File: config.mk
export PLATFORM = sky130hd
export DESIGN_NAME = mlp_feature_loader_flat
export DESIGN_NICKNAME = d
export VERILOG_FILES = /design/src/rtl/mlp_feature_loader_if.sv /design/src/rtl/mlp_feature_loader.sv /design/src/flat_wrapper.sv
export SDC_FILE = /design/constraint.sdc
export NUM_CORES = 1
export LEC_CHECK = 0
export CAP_MARGIN = 40
export CORE_UTILIZATION = 51
export DETAILED_ROUTE_END_ITERATION = 8
export PLACE_DENSITY = 0.77
export SLEW_MARGIN = 20
export SYNTH_ARGS = -nofsm -noshare
export SYNTH_HDL_FRONTEND = slang
export SYNTH_SLANG_ARGS = --single-unit
File: constraint.sdc
create_clock -name clk -period 4.6 [get_ports clk]
set_clock_uncertainty 0.15 [all_clocks]
set_input_delay 0.46 -clock clk [delete_from_list [all_inputs] [get_ports clk]]
set_output_delay 0.46 -clock clk [all_outputs]
set_load 0.03 [all_outputs]
File: src/rtl/mlp_feature_loader_if.sv
// rtl/mlp_feature_loader_if.sv - feature stream and result stream bundle for mlp_feature_loader
// Purpose: groups the feature input handshake and the class result handshake.
// Signals:
//   feat_valid/feat_ready/feat_data/feat_last : feature stream, source -> loader
//   res_valid/res_ready/res_class/res_err     : result stream, loader -> consumer
// Modports: slave = loader side, master = source/consumer side.
interface mlp_feature_loader_if #(
  parameter int FEAT_W = 4,
  parameter int CLS_W  = 2
);
  logic              feat_valid;
  logic              feat_ready;
  logic [FEAT_W-1:0] feat_data;
  logic              feat_last;
  logic              res_valid;
  logic              res_ready;
  logic [CLS_W-1:0]  res_class;
  logic              res_err;

  modport slave (
    input  feat_valid, feat_data, feat_last, res_ready,
    output feat_ready, res_valid, res_class, res_err
  );

  modport master (
    output feat_valid, feat_data, feat_last, res_ready,
    input  feat_ready, res_valid, res_class, res_err
  );
endinterface

File: src/rtl/mlp_feature_loader.sv
// rtl/mlp_feature_loader.sv - sequential feature packer and result capture for a combinational MLP
// Purpose: packs FEAT_W-bit features into a held N_FEAT*FEAT_W vector, waits SETTLE_CYC
//          cycles for the classifier, captures its class index and returns it with a
//          framing-error flag; counts completed result handshakes.
// Ports:
//   clk, rst     : clock, asynchronous active-high reset
//   bus (slave)  : feature stream in, result stream out
//   mlp_inp_o    : packed vector to classifier input (feature 0 in LSBs)
//   mlp_out_i    : class index from classifier
//   class_cnt_o  : completed result handshakes, wraps
module mlp_feature_loader #(
  parameter int N_FEAT     = 8,
  parameter int FEAT_W     = 4,
  parameter int CLS_W      = 2,
  parameter int SETTLE_CYC = 2,
  parameter int CNT_W      = 16
) (
  input  logic                     clk,
  input  logic                     rst,
  mlp_feature_loader_if.slave      bus,
  output logic [N_FEAT*FEAT_W-1:0] mlp_inp_o,
  input  logic [CLS_W-1:0]         mlp_out_i,
  output logic [CNT_W-1:0]         class_cnt_o
);

  localparam int IDX_W = (N_FEAT > 1) ? $clog2(N_FEAT) : 1;
  localparam logic [IDX_W-1:0] LAST_IDX    = IDX_W'(N_FEAT - 1);
  localparam logic [7:0]       SETTLE_INIT = 8'(SETTLE_CYC - 1);

  typedef enum logic [1:0] {
    S_LOAD   = 2'd0,
    S_SETTLE = 2'd1,
    S_RESULT = 2'd2
  } state_t;

  state_t                    state_q, state_d;
  logic [IDX_W-1:0]          idx_q, idx_d;
  logic [7:0]                settle_q, settle_d;
  logic                      err_q, err_d;
  logic [N_FEAT*FEAT_W-1:0]  inp_q, inp_d;
  logic                      res_valid_q, res_valid_d;
  logic [CLS_W-1:0]          res_class_q, res_class_d;
  logic                      res_err_q, res_err_d;
  logic [CNT_W-1:0]          cnt_q, cnt_d;
  logic                      is_last_slot;

  always_ff @(posedge clk or posedge rst) begin
    if (rst) begin
      state_q     <= S_LOAD;
      idx_q       <= '0;
      settle_q    <= '0;
      err_q       <= 1'b0;
      inp_q       <= '0;
      res_valid_q <= 1'b0;
      res_class_q <= '0;
      res_err_q   <= 1'b0;
      cnt_q       <= '0;
    end else begin
      state_q     <= state_d;
      idx_q       <= idx_d;
      settle_q    <= settle_d;
      err_q       <= err_d;
      inp_q       <= inp_d;
      res_valid_q <= res_valid_d;
      res_class_q <= res_class_d;
      res_err_q   <= res_err_d;
      cnt_q       <= cnt_d;
    end
  end

  assign is_last_slot = (idx_q == LAST_IDX);

  always_comb begin
    state_d     = state_q;
    idx_d       = idx_q;
    settle_d    = settle_q;
    err_d       = err_q;
    inp_d       = inp_q;
    res_valid_d = res_valid_q;
    res_class_d = res_class_q;
    res_err_d   = res_err_q;
    cnt_d       = cnt_q;

    case (state_q)
      S_LOAD: begin
        if (bus.feat_valid) begin
          inp_d[idx_q*FEAT_W +: FEAT_W] = bus.feat_data;
          if (is_last_slot || bus.feat_last) begin
            state_d  = S_SETTLE;
            settle_d = SETTLE_INIT;
            // A frame is well formed only when last coincides with the final slot;
            // an early last or a missing last both flag the frame.
            if (bus.feat_last != is_last_slot) begin
              err_d = 1'b1;
            end
          end else begin
            idx_d = idx_q + 1'b1;
          end
        end
      end
      S_SETTLE: begin
        if (settle_q == 8'd0) begin
          res_class_d = mlp_out_i;
          res_err_d   = err_q;
          res_valid_d = 1'b1;
          state_d     = S_RESULT;
        end else begin
          settle_d = settle_q - 8'd1;
        end
      end
      S_RESULT: begin
        if (bus.res_ready) begin
          res_valid_d = 1'b0;
          cnt_d       = cnt_q + 1'b1;
          idx_d       = '0;
          err_d       = 1'b0;
          inp_d       = '0;
          state_d     = S_LOAD;
        end
      end
      default: begin
        state_d = S_LOAD;
      end
    endcase
  end

  // Ready depends only on state; held low while reset is asserted.
  assign bus.feat_ready = (state_q == S_LOAD) && !rst;
  assign bus.res_valid  = res_valid_q;
  assign bus.res_class  = res_class_q;
  assign bus.res_err    = res_err_q;
  assign mlp_inp_o      = inp_q;
  assign class_cnt_o    = cnt_q;

endmodule

File: src/flat_wrapper.sv
// flat-port wrapper written by rule: the top's interface ports become plain ports
module mlp_feature_loader_flat 
#(
  parameter int N_FEAT     = 8,
  parameter int FEAT_W     = 4,
  parameter int CLS_W      = 2,
  parameter int SETTLE_CYC = 2,
  parameter int CNT_W      = 16
)
  (clk, rst, mlp_inp_o, mlp_out_i, class_cnt_o, bus_feat_valid, bus_feat_data, bus_feat_last, bus_res_ready, bus_feat_ready, bus_res_valid, bus_res_class, bus_res_err);
  mlp_feature_loader_if #(.FEAT_W(FEAT_W), .CLS_W(CLS_W)) bus_i ();
  input  logic clk;
  input  logic rst;
  output logic [N_FEAT*FEAT_W-1:0] mlp_inp_o;
  input  logic [CLS_W-1:0] mlp_out_i;
  output logic [CNT_W-1:0] class_cnt_o;
  input wire logic [$bits(bus_i.feat_valid)-1:0] bus_feat_valid;
  input wire logic [$bits(bus_i.feat_data)-1:0] bus_feat_data;
  input wire logic [$bits(bus_i.feat_last)-1:0] bus_feat_last;
  input wire logic [$bits(bus_i.res_ready)-1:0] bus_res_ready;
  output wire logic [$bits(bus_i.feat_ready)-1:0] bus_feat_ready;
  output wire logic [$bits(bus_i.res_valid)-1:0] bus_res_valid;
  output wire logic [$bits(bus_i.res_class)-1:0] bus_res_class;
  output wire logic [$bits(bus_i.res_err)-1:0] bus_res_err;
  assign bus_i.feat_valid = bus_feat_valid;
  assign bus_i.feat_data = bus_feat_data;
  assign bus_i.feat_last = bus_feat_last;
  assign bus_i.res_ready = bus_res_ready;
  assign bus_feat_ready = bus_i.feat_ready;
  assign bus_res_valid = bus_i.res_valid;
  assign bus_res_class = bus_i.res_class;
  assign bus_res_err = bus_i.res_err;
  mlp_feature_loader #(.N_FEAT(N_FEAT), .FEAT_W(FEAT_W), .CLS_W(CLS_W), .SETTLE_CYC(SETTLE_CYC), .CNT_W(CNT_W)) u_core (.clk(clk), .rst(rst), .bus(bus_i), .mlp_inp_o(mlp_inp_o), .mlp_out_i(mlp_out_i), .class_cnt_o(class_cnt_o));
endmodule
### After elaboration in Yosys (flattened, before gate mapping)

Cells that the tools add are included.

| cells by class | value |
|---|---|
| $add $sub $neg | 4 |
| eq/ne operators | 11 |
| shift-type cells | 2 |
| mux-type cells | 24 |
| reduce and logical (&&, ||, !) cells | 16 |

Operators with widths:

| operator | count |
|---|---|
| $mux 32 | 2 |
| $pmux 32 s2 | 1 |
| $neg 5->34 | 1 |
| $shift 4x34->32 const A | 1 |
| $shiftx 4x34->32 | 1 |
| $bwmux 32 | 1 |
| $mux 8 | 3 |
| $add 16x1->16 const B | 1 |
| $pmux 8 s2 | 1 |
| $reduce_and 4->1 | 3 |
| $mux 3 | 3 |
| $logic_not 8->1 | 1 |
| $mux 2 | 4 |
| $ne 2x2->1 const B | 4 |
| $sub 8x1->8 const B | 1 |
| $ne 2x1->1 const B | 3 |
| $pmux 2 s3 | 1 |
| $pmux 3 s2 | 1 |
| $reduce_and 3->1 | 2 |
| $reduce_bool 2->1 | 3 |
| $mux 1 | 5 |
| $reduce_and 5->1 | 1 |
| $pmux 1 s2 | 2 |
| $reduce_and 2->1 | 2 |
| other kinds (9) | 9 |

| storage, ports and cells | value |
|---|---|
| bits in registers | 66 |
| bits of input ports | 11 |
| output and inout bits | 53 |
| word-level logic and storage cells | 66 |

### Depth between registers and ports, before layout

Gate-level depths: netlist of the first run.

| depth | value |
|---|---|
| word-level depth | 6 |
| depth in mapped cells | 8 |
| gate-level depth less buffers | 8 |

### Worst setup path after synthesis of the first run

Ideal clock, no wire load.

| timing | value |
|---|---|
| path type | reg2reg |
| start | register u_core.idx_q[0] |
| end | register u_core.inp_q[10], in the netlist u_core.mlp_inp_o[10] |
| library setup time | 0.121 ns |
| arrival | 1.959 ns |
| required time | 4.329 ns |
| slack | 2.370 ns |
| stages on the path, launching flop included | 8 |
| path buffers | 1 |
| period minus slack after synthesis | 2.230 ns |
| cells stage by stage | dfrtp_1 > inv_1 > ha_1 > ha_1 > clkbuf_1 > nor4bb_1 > o21ai_1 > a22o_1 |

| between the ends | value |
|---|---|
| longest elaborated chain between the ends | 5 |
| elaborated cells between the ends (all ways) | 6 |
| those cells by class | add/sub: 1; shift: 2; mux: 3 |

RTL lines:

| item | RTL line | RTL |
|---|---|---|
| start, declared | mlp_feature_loader.sv:37 | `logic [IDX_W-1:0] idx_q, idx_d;` |
| start signal, assigned | mlp_feature_loader.sv:60 | `idx_q <= idx_d;` |
| $neg 5->34 * | mlp_feature_loader.sv:87 | `inp_d[idx_q*FEAT_W +: FEAT_W] = bus.feat_data;` |
| $shiftx 4x34->32 / $shift 4x34->32 (equally long branches) | mlp_feature_loader.sv:87 |  |
| $bwmux 32 * | mlp_feature_loader.sv:87 |  |
| $mux 32 * | mlp_feature_loader.sv:86 | `if (bus.feat_valid) begin` |
| $pmux 32 s2 * | mlp_feature_loader.sv:84 | `case (state_q)` |
| end signal, assigned | mlp_feature_loader.sv:63 | `inp_q <= inp_d;` |
| end, declared | mlp_feature_loader.sv:40 | `logic [N_FEAT*FEAT_W-1:0] inp_q, inp_d;` |

Mark *: on every way between the ends. The rest lies on a longest branch, timed or not. The select of a mux whose other input is x is not followed.
A chain may end at the register's enable or synchronous reset.

### Worst setup path in the final report of the first run

| timing | value |
|---|---|
| start | register u_core.idx_q[0] |
| end | register u_core.inp_q[18], in the netlist u_core.mlp_inp_o[18] |

Same word-level chain as after synthesis.

==> impl_metrics.env, run 1 <==
export IMPL_core_area_mm2=0.00564
export IMPL_place_worst_setup_slack_ns=2.00
export IMPL_drc_errors=0
export IMPL_timing_final_ws_setup_ns=2.05
export IMPL_grt_pass1_wl_um=11000
export IMPL_root_buffer="clkbuf_8"
export IMPL_num_vias=2337
export IMPL_area_delta_synth_final_pct=28.6
export IMPL_slowest_delay_ns=0.50
export IMPL_power_leakage_nw=1.73
export IMPL_syn_num_nets=287
export IMPL_routabilityCongestion=0.886
export IMPL_insertion_delay_ns=0.32
export IMPL_whs_endpoint="u_core.class_cnt_o[15]$_DFFE_PP0P_"
export IMPL_ys_types=53
export IMPL_critPathSlowestCell="dfrtp_1"
export IMPL_seq_area_frac_synth=0.542
export IMPL_peakVddDrop_mv=0.356
export IMPL_drt_pre_antenna_iters=4
export IMPL_fin_setup_tns_ns=0
export IMPL_finalNetCount=354
export IMPL_fin_crit_ns=2.55
export IMPL_reg2reg_to="u_core.mlp_inp_o[18]$_DFFE_PP0P_"
export IMPL_rsz0062_at_grt="no"
export IMPL_clk_pin_slew_ns=0.07
export IMPL_cp_arrival_ns=2.61
export IMPL_start_util=0.540
export IMPL_drv_slew=0
export IMPL_power_w=0.00244
export IMPL_rows=27
export IMPL_tritoncts="yes"
export IMPL_syn_area_mm2=0.00305
export IMPL_fin_util=0.695
export IMPL_synth_avg_cell_area_um2=11.4
export IMPL_synth_common_cells="dfrtp_1, a22o_1, nand2_1"
export IMPL_ios=64
export IMPL_yosys_area_top_type="dfrtp_1"
export IMPL_cp_buffers_inverters=1
export IMPL_hpwl_um=4640
export IMPL_cp_required_ns=4.66
export IMPL_grt_use_total=0.228
export IMPL_antenna_found_initial=0
export IMPL_worstSetupStartpointType="register"
export IMPL_die_x_um=79.3
export IMPL_cts_hold_buffers=0
export IMPL_cts_buffers=9
export IMPL_synth_edf_count=0
export IMPL_ant_nets=0
export IMPL_cts_resized=0
export IMPL_drt_wirelength_per_cell_um=15.7
export IMPL_routed_wl_um=6420
export IMPL_r2r_start="u_core.idx_q[0]$_DFFE_PP0P_"
export IMPL_die_area_mm2=0.00629
export IMPL_slew_headroom=0.583
export IMPL_holdCritPathClass="register to register"
export IMPL_setup_viol=0
export IMPL_h_tree_depth=3
export IMPL_die_h_um=79.3
export IMPL_endpoint_kind="register"
export IMPL_async_reset_ff_frac=1.00
export IMPL_drt_iter0_drc=84
export IMPL_yosysMostFrequentCell="dfrtp_1"
export IMPL_ys_top_cells_by_area="dfrtp_1, a22o_1, ha_1, xnor2_1, o21ai_0"
export IMPL_post_cts_buffers=0
export IMPL_viasPerCell=5.71
export IMPL_fmax_mhz=392
export IMPL_holdPathStages=1
export IMPL_ys_ff_latch=66
export IMPL_cts_sinks=66
export IMPL_diodes=0
export IMPL_status="finished, final reports clean"
export IMPL_placement_io_buffers=63
export IMPL_synth_flop_cell="dfrtp_1"
export IMPL_grt_pass1_vias=2311
export IMPL_crit_family="simple AND/OR/NAND/NOR gates"
export IMPL_path_class="register to register"
export IMPL_power_per_cell_area_mw_per_mm2=622
export IMPL_synthCells=267
export IMPL_hold_viol=0
export IMPL_cap_violations=0
export IMPL_clockBufferDepth=2
export IMPL_hold_start="u_core.class_cnt_o[15]$_DFFE_PP0P_"
export IMPL_regToRegSetupSlack_ns=2.05
export IMPL_period_share=0.554
export IMPL_final_layout_size_suffix_gt1_frac=0.0920
export IMPL_synth_warnings=0
export IMPL_overflow=0
export IMPL_tightestPinTransition_ns=0.624
export IMPL_yosysTopAreaCellShare=0.542
export IMPL_grt_max_degree=36
export IMPL_cp_max_fo=9
export IMPL_worst_r2r_cell_count=7
export IMPL_cp_cell_sequence="inv_1 -> ha_1 -> ha_1 -> or2_1 -> nor4b_1 -> o21ai_1 -> a22o_1"
export IMPL_crit_top_cell="ha_1"
[cell type report]
type	count	area (um^2)
Clock inverter	2	12.5
Inverter	12	45.0
Clock buffer	12	165
Multi-Input combinational cell	181	1320
Tap cell	72	90.1
Fill cell	412	1720
Timing Repair Buffer	64	638
Sequential cell	66	1650
[where the power goes]
part | total, W | internal, W | switching, W
logic | 0.00109 | 0.000479 | 0.000614
clock network | 0.000437 | 0.000233 | 0.000204
registers | 0.000906 | 0.000750 | 0.000156
total | 0.00244 | 0.00146 | 0.000975
[logic make-up after synthesis]
group           after synthesis  synth area share
buf+inv                      20            0.0259
flops                        66             0.542
simple gates                 82             0.163
fa+ha+maj                     9            0.0370
compound gates               68             0.164
xor+xnor                     15            0.0431
mux                           7            0.0246
[cells in the final DEF, fill, tap and decap left out, types with 4 or more instances in the layout]
cell type / instances
o21ai_1: 5
nand4_1: 4
nand3_1: 5
dfrtp_1: 66
o21ai_0: 13
inv_1: 10
ha_1: 9
clkdlybuf4s50_1: 63
xnor2_1: 10
a21oi_1: 6
nand2_1: 17
nor2b_1: 5
a22o_1: 30
clkbuf_8: 12
nor3_1: 5
nor2_1: 11
xor2_1: 5
mux2_2: 4
and3_1: 4
[sequential cells by signal (all words and copies together), names as in the netlist]
signal	cells
u_core.mlp_inp_o	32
u_core.settle_q	8
u_core.bus.res_err	1
u_core.bus.res_valid	1
u_core.err_q	1
u_core.idx_q	3
u_core.bus.res_class	2
u_core.class_cnt_o	16
u_core.state_q	2
[metal layers]
| metal | track usage | vias to the layer above | share of wire |
|---|---|---|---|
| met2 | 0.348 | 56 | 0.47 |
| met5 | 0 | - | 0 |
| li1 | - | 1118 | - |
| met3 | 0.0379 | 7 | 0.034 |
| met1 | 0.329 | 1156 | 0.48 |
| met4 | 0.0818 | 0 | 0.011 |
[per-stage QoR]
| step | hold slack [ns] | instance area (um^2) | cells |
|---|---|---|---|
| 3_5_place_dp | 0.316 | 3740 | 395 |
| 3_3_place_gp | 0.310 | 3740 | 395 |
| 6_report | 0.318 | 3920 | 409 |
| 5_1_grt | 0.359 | 3920 | 409 |
| 2_1_floorplan | 0.321 | 3050 | 267 |
| 4_1_cts | 0.326 | 3920 | 409 |
[worst max path at each step]
stage	from	endpoint	depth (start not counted)
floorplan	rst	u_core.bus.res_class[0]$_DFFE_PP0P_	1
global placement	bus_feat_last	u_core.settle_q[5]$_DFFE_PP0P_	7
detailed placement	bus_feat_last	u_core.settle_q[5]$_DFFE_PP0P_	7
CTS	u_core.idx_q[0]$_DFFE_PP0P_	u_core.mlp_inp_o[18]$_DFFE_PP0P_	7
global route	u_core.idx_q[0]$_DFFE_PP0P_	u_core.mlp_inp_o[25]$_DFFE_PP0P_	7
finish	u_core.idx_q[0]$_DFFE_PP0P_	u_core.mlp_inp_o[18]$_DFFE_PP0P_	7
Note: power is estimated with default switching activity, not from simulation.
==> run 2, diff against run 1 <==
--- a/config.mk
+++ b/config.mk
@@ -6,9 +6,9 @@
 export NUM_CORES = 1
 export LEC_CHECK = 0
 export CAP_MARGIN = 40
-export CORE_UTILIZATION = 51
+export CORE_UTILIZATION = 46
 export DETAILED_ROUTE_END_ITERATION = 8
-export PLACE_DENSITY = 0.77
+export PLACE_DENSITY = 0.73
 export SLEW_MARGIN = 20
 export SYNTH_ARGS = -nofsm -noshare
 export SYNTH_HDL_FRONTEND = slang
==> constraint.sdc (replaced) <==
create_clock -name clk -period 2.2 [get_ports clk]
set_clock_uncertainty 0.15 [all_clocks]
set_input_delay 0.22 -clock clk [delete_from_list [all_inputs] [get_ports clk]]
set_output_delay 0.22 -clock clk [all_outputs]
set_load 0.03 [all_outputs]
==> run 2 against run 1 <==
Effect of this change:
- worst hold slack got worse by 0.15 ns
- final area rose by 5.6%
- sequential share of layout area fell by 2.2 points
- die area rose by 11%
- utilization fell by 4.7 points
- critical path type unchanged
- register-to-register slack got worse by 2.0 ns
- non-clock buffer count rose by 16
- total power rose by 120%
- global-route usage fell by 2.3 points
==> impl_metrics.env, run 2 (synthesized netlist as in run 1, its figures left out) <==
export IMPL_final_layout_size_suffix_gt1_frac=0.186
export IMPL_clk_pin_slew_ns=0.07
export IMPL_diodes=0
export IMPL_power_leakage_nw=1.83
export IMPL_num_vias=2444
export IMPL_overflow=0
export IMPL_period_share=0.974
export IMPL_slew_headroom=0.604
export IMPL_die_h_um=83.4
export IMPL_ios=64
export IMPL_antenna_found_initial=0
export IMPL_die_area_mm2=0.00695
export IMPL_power_w=0.00545
export IMPL_finalNetCount=370
export IMPL_place_worst_setup_slack_ns=-0.0708
export IMPL_drt_iter0_drc=126
export IMPL_peakVddDrop_mv=0.676
export IMPL_grt_use_total=0.205
export IMPL_final_common_cell="dfrtp_1"
export IMPL_endpoint_kind="register"
export IMPL_die_x_um=83.4
export IMPL_cts_sinks=66
export IMPL_placement_io_buffers=63
export IMPL_grt_pass1_wl_um=11400
export IMPL_ant_nets=0
export IMPL_drt_wirelength_per_cell_um=15.8
export IMPL_rsz0062_at_grt="yes"
export IMPL_cp_arrival_ns=2.21
export IMPL_cp_max_fo=4
export IMPL_tritoncts="yes"
export IMPL_grt_pass1_vias=2358
export IMPL_grt_max_degree=40
export IMPL_routabilityCongestion=0.826
export IMPL_power_per_cell_area_mw_per_mm2=1320
export IMPL_cp_required_ns=2.26
export IMPL_cts_buffers=9
export IMPL_cts_hold_buffers=0
export IMPL_hold_viol=0
export IMPL_fin_crit_ns=2.14
export IMPL_cap_violations=0
export IMPL_hpwl_um=4750
export IMPL_root_buffer="clkbuf_8"
export IMPL_routed_wl_um=6800
export IMPL_h_tree_depth=3
export IMPL_holdCritPathClass="input pin to asynchronous set/reset pin"
export IMPL_insertion_delay_ns=0.33
export IMPL_worst_r2r_cell_count=7
export IMPL_start_util=0.477
export IMPL_worstSetupStartpointType="register"
export IMPL_drt_pre_antenna_iters=4
export IMPL_most_common_layout_cells="dfrtp_1, clkdlybuf4s50_1, a22o_1"
export IMPL_clockBufferDepth=2
export IMPL_path_class="register to register"
export IMPL_drv_slew=0
export IMPL_rows=29
export IMPL_area_delta_synth_final_pct=35.8
export IMPL_setup_viol=0
export IMPL_timing_final_ws_setup_ns=0.0572
export IMPL_fmax_mhz=467
export IMPL_viasPerCell=5.66
export IMPL_drc_errors=0
export IMPL_largest_register_ffs=32
export IMPL_tightestPinTransition_ns=0.594
export IMPL_core_area_mm2=0.00639
export IMPL_status="finished, final reports clean"
## run 2: cell count changes in the layout (fill, tap and decap cells not counted), sizes merged
cell           delta
clkbuf            -1
clkinvlp          +1
clkdlybuf4s50     -1
clkinv            +2
buf              +16
dlygate4sd2       +1
## run 2: repair_timing
item,CTS,global route
endpoints found under the setup margin,6,31
gates resized for setup,3,25
setup buffers,0,1
pin swaps,0,4
## run 2: worst paths after layout
kind | start | endpoint | slack, ns
min in group clk | u_core.class_cnt_o[15]$_DFFE_PP0P_ | u_core.class_cnt_o[15]$_DFFE_PP0P_ | 0.32
worst min register to register | u_core.class_cnt_o[15]$_DFFE_PP0P_ | u_core.class_cnt_o[15]$_DFFE_PP0P_ | 0.32
worst max register to register | u_core.idx_q[0]$_DFFE_PP0P_ | u_core.mlp_inp_o[9]$_DFFE_PP0P_ | 0.06
worst max-delay path | u_core.idx_q[0]$_DFFE_PP0P_ | u_core.mlp_inp_o[9]$_DFFE_PP0P_ | 0.06
worst min-delay path | rst | u_core.bus.res_valid$_DFFE_PP0P_ | 0.16
max in group asynchronous | rst | u_core.mlp_inp_o[19]$_DFFE_PP0P_ | 1.33
## run 2: critical path, stage by stage (launching register included)
cell and delay, ns:
dfrtp_1 0.38, inv_1 0.07, ha_1 0.22, ha_1 0.23, or2_4 0.27, nor4bb_4 0.34, o21ai_2 0.12, a22o_1 0.26
## run 2: per-layer routing
| layer | up-vias | global-route usage | part of all wire |
|---|---|---|---|
| li1 | 1153 | - | - |
| met1 | 1223 | 0.278 | 0.45 |
| met2 | 59 | 0.329 | 0.50 |
| met3 | 9 | 0.0388 | 0.038 |
| met4 | 0 | 0.0752 | 0.012 |
| met5 | - | 0 | 0 |
## run 2: area by class of cell
| type | instances | area [um^2] |
|---|---|---|
| Tap cell | 77 | 96.3 |
| Multi-Input combinational cell | 181 | 1410 |
| Fill cell | 513 | 2250 |
| Sequential cell | 66 | 1650 |
| Clock buffer | 11 | 141 |
| Clock inverter | 5 | 30.0 |
| Inverter | 12 | 45.0 |
| Timing Repair Buffer | 80 | 761 |
## run 2: power by group
group	switching [W]	leakage [nW]	total, W	internal [W]
Combinational	0.00144	0.881	0.00268	0.00123
Sequential	0.000317	0.862	0.00188	0.00157
Clock	0.000451	0.0851	0.000885	0.000434
Total	0.00221	1.83	0.00545	0.00323
## run 2: metrics by stage
step / utilization / instance area (um^2) / instances / setup TNS (ns) / hold slack [ns]
after floorplan: - / 3050 / 267 / 0 / 0.180
after global placement: 0.605 / 3860 / 415 / -0.121 / 0.309
after detailed placement: 0.605 / 3860 / 415 / -0.123 / 0.316
after CTS: 0.633 / 4040 / 431 / 0 / 0.160
after global routing: 0.648 / 4140 / 432 / -0.408 / 0.197
final: 0.648 / 4140 / 432 / 0 / 0.164
==> run 3, diff against run 2 <==
--- a/config.mk
+++ b/config.mk
@@ -5,6 +5,7 @@
 export SDC_FILE = /design/constraint.sdc
 export NUM_CORES = 1
 export LEC_CHECK = 0
+export ABC_CLOCK_PERIOD_IN_PS = 2200
 export CAP_MARGIN = 40
 export CORE_UTILIZATION = 46
 export DETAILED_ROUTE_END_ITERATION = 8
==> results of run 3 <==
Final layout, timing and power as in run 2 (identical DEF).
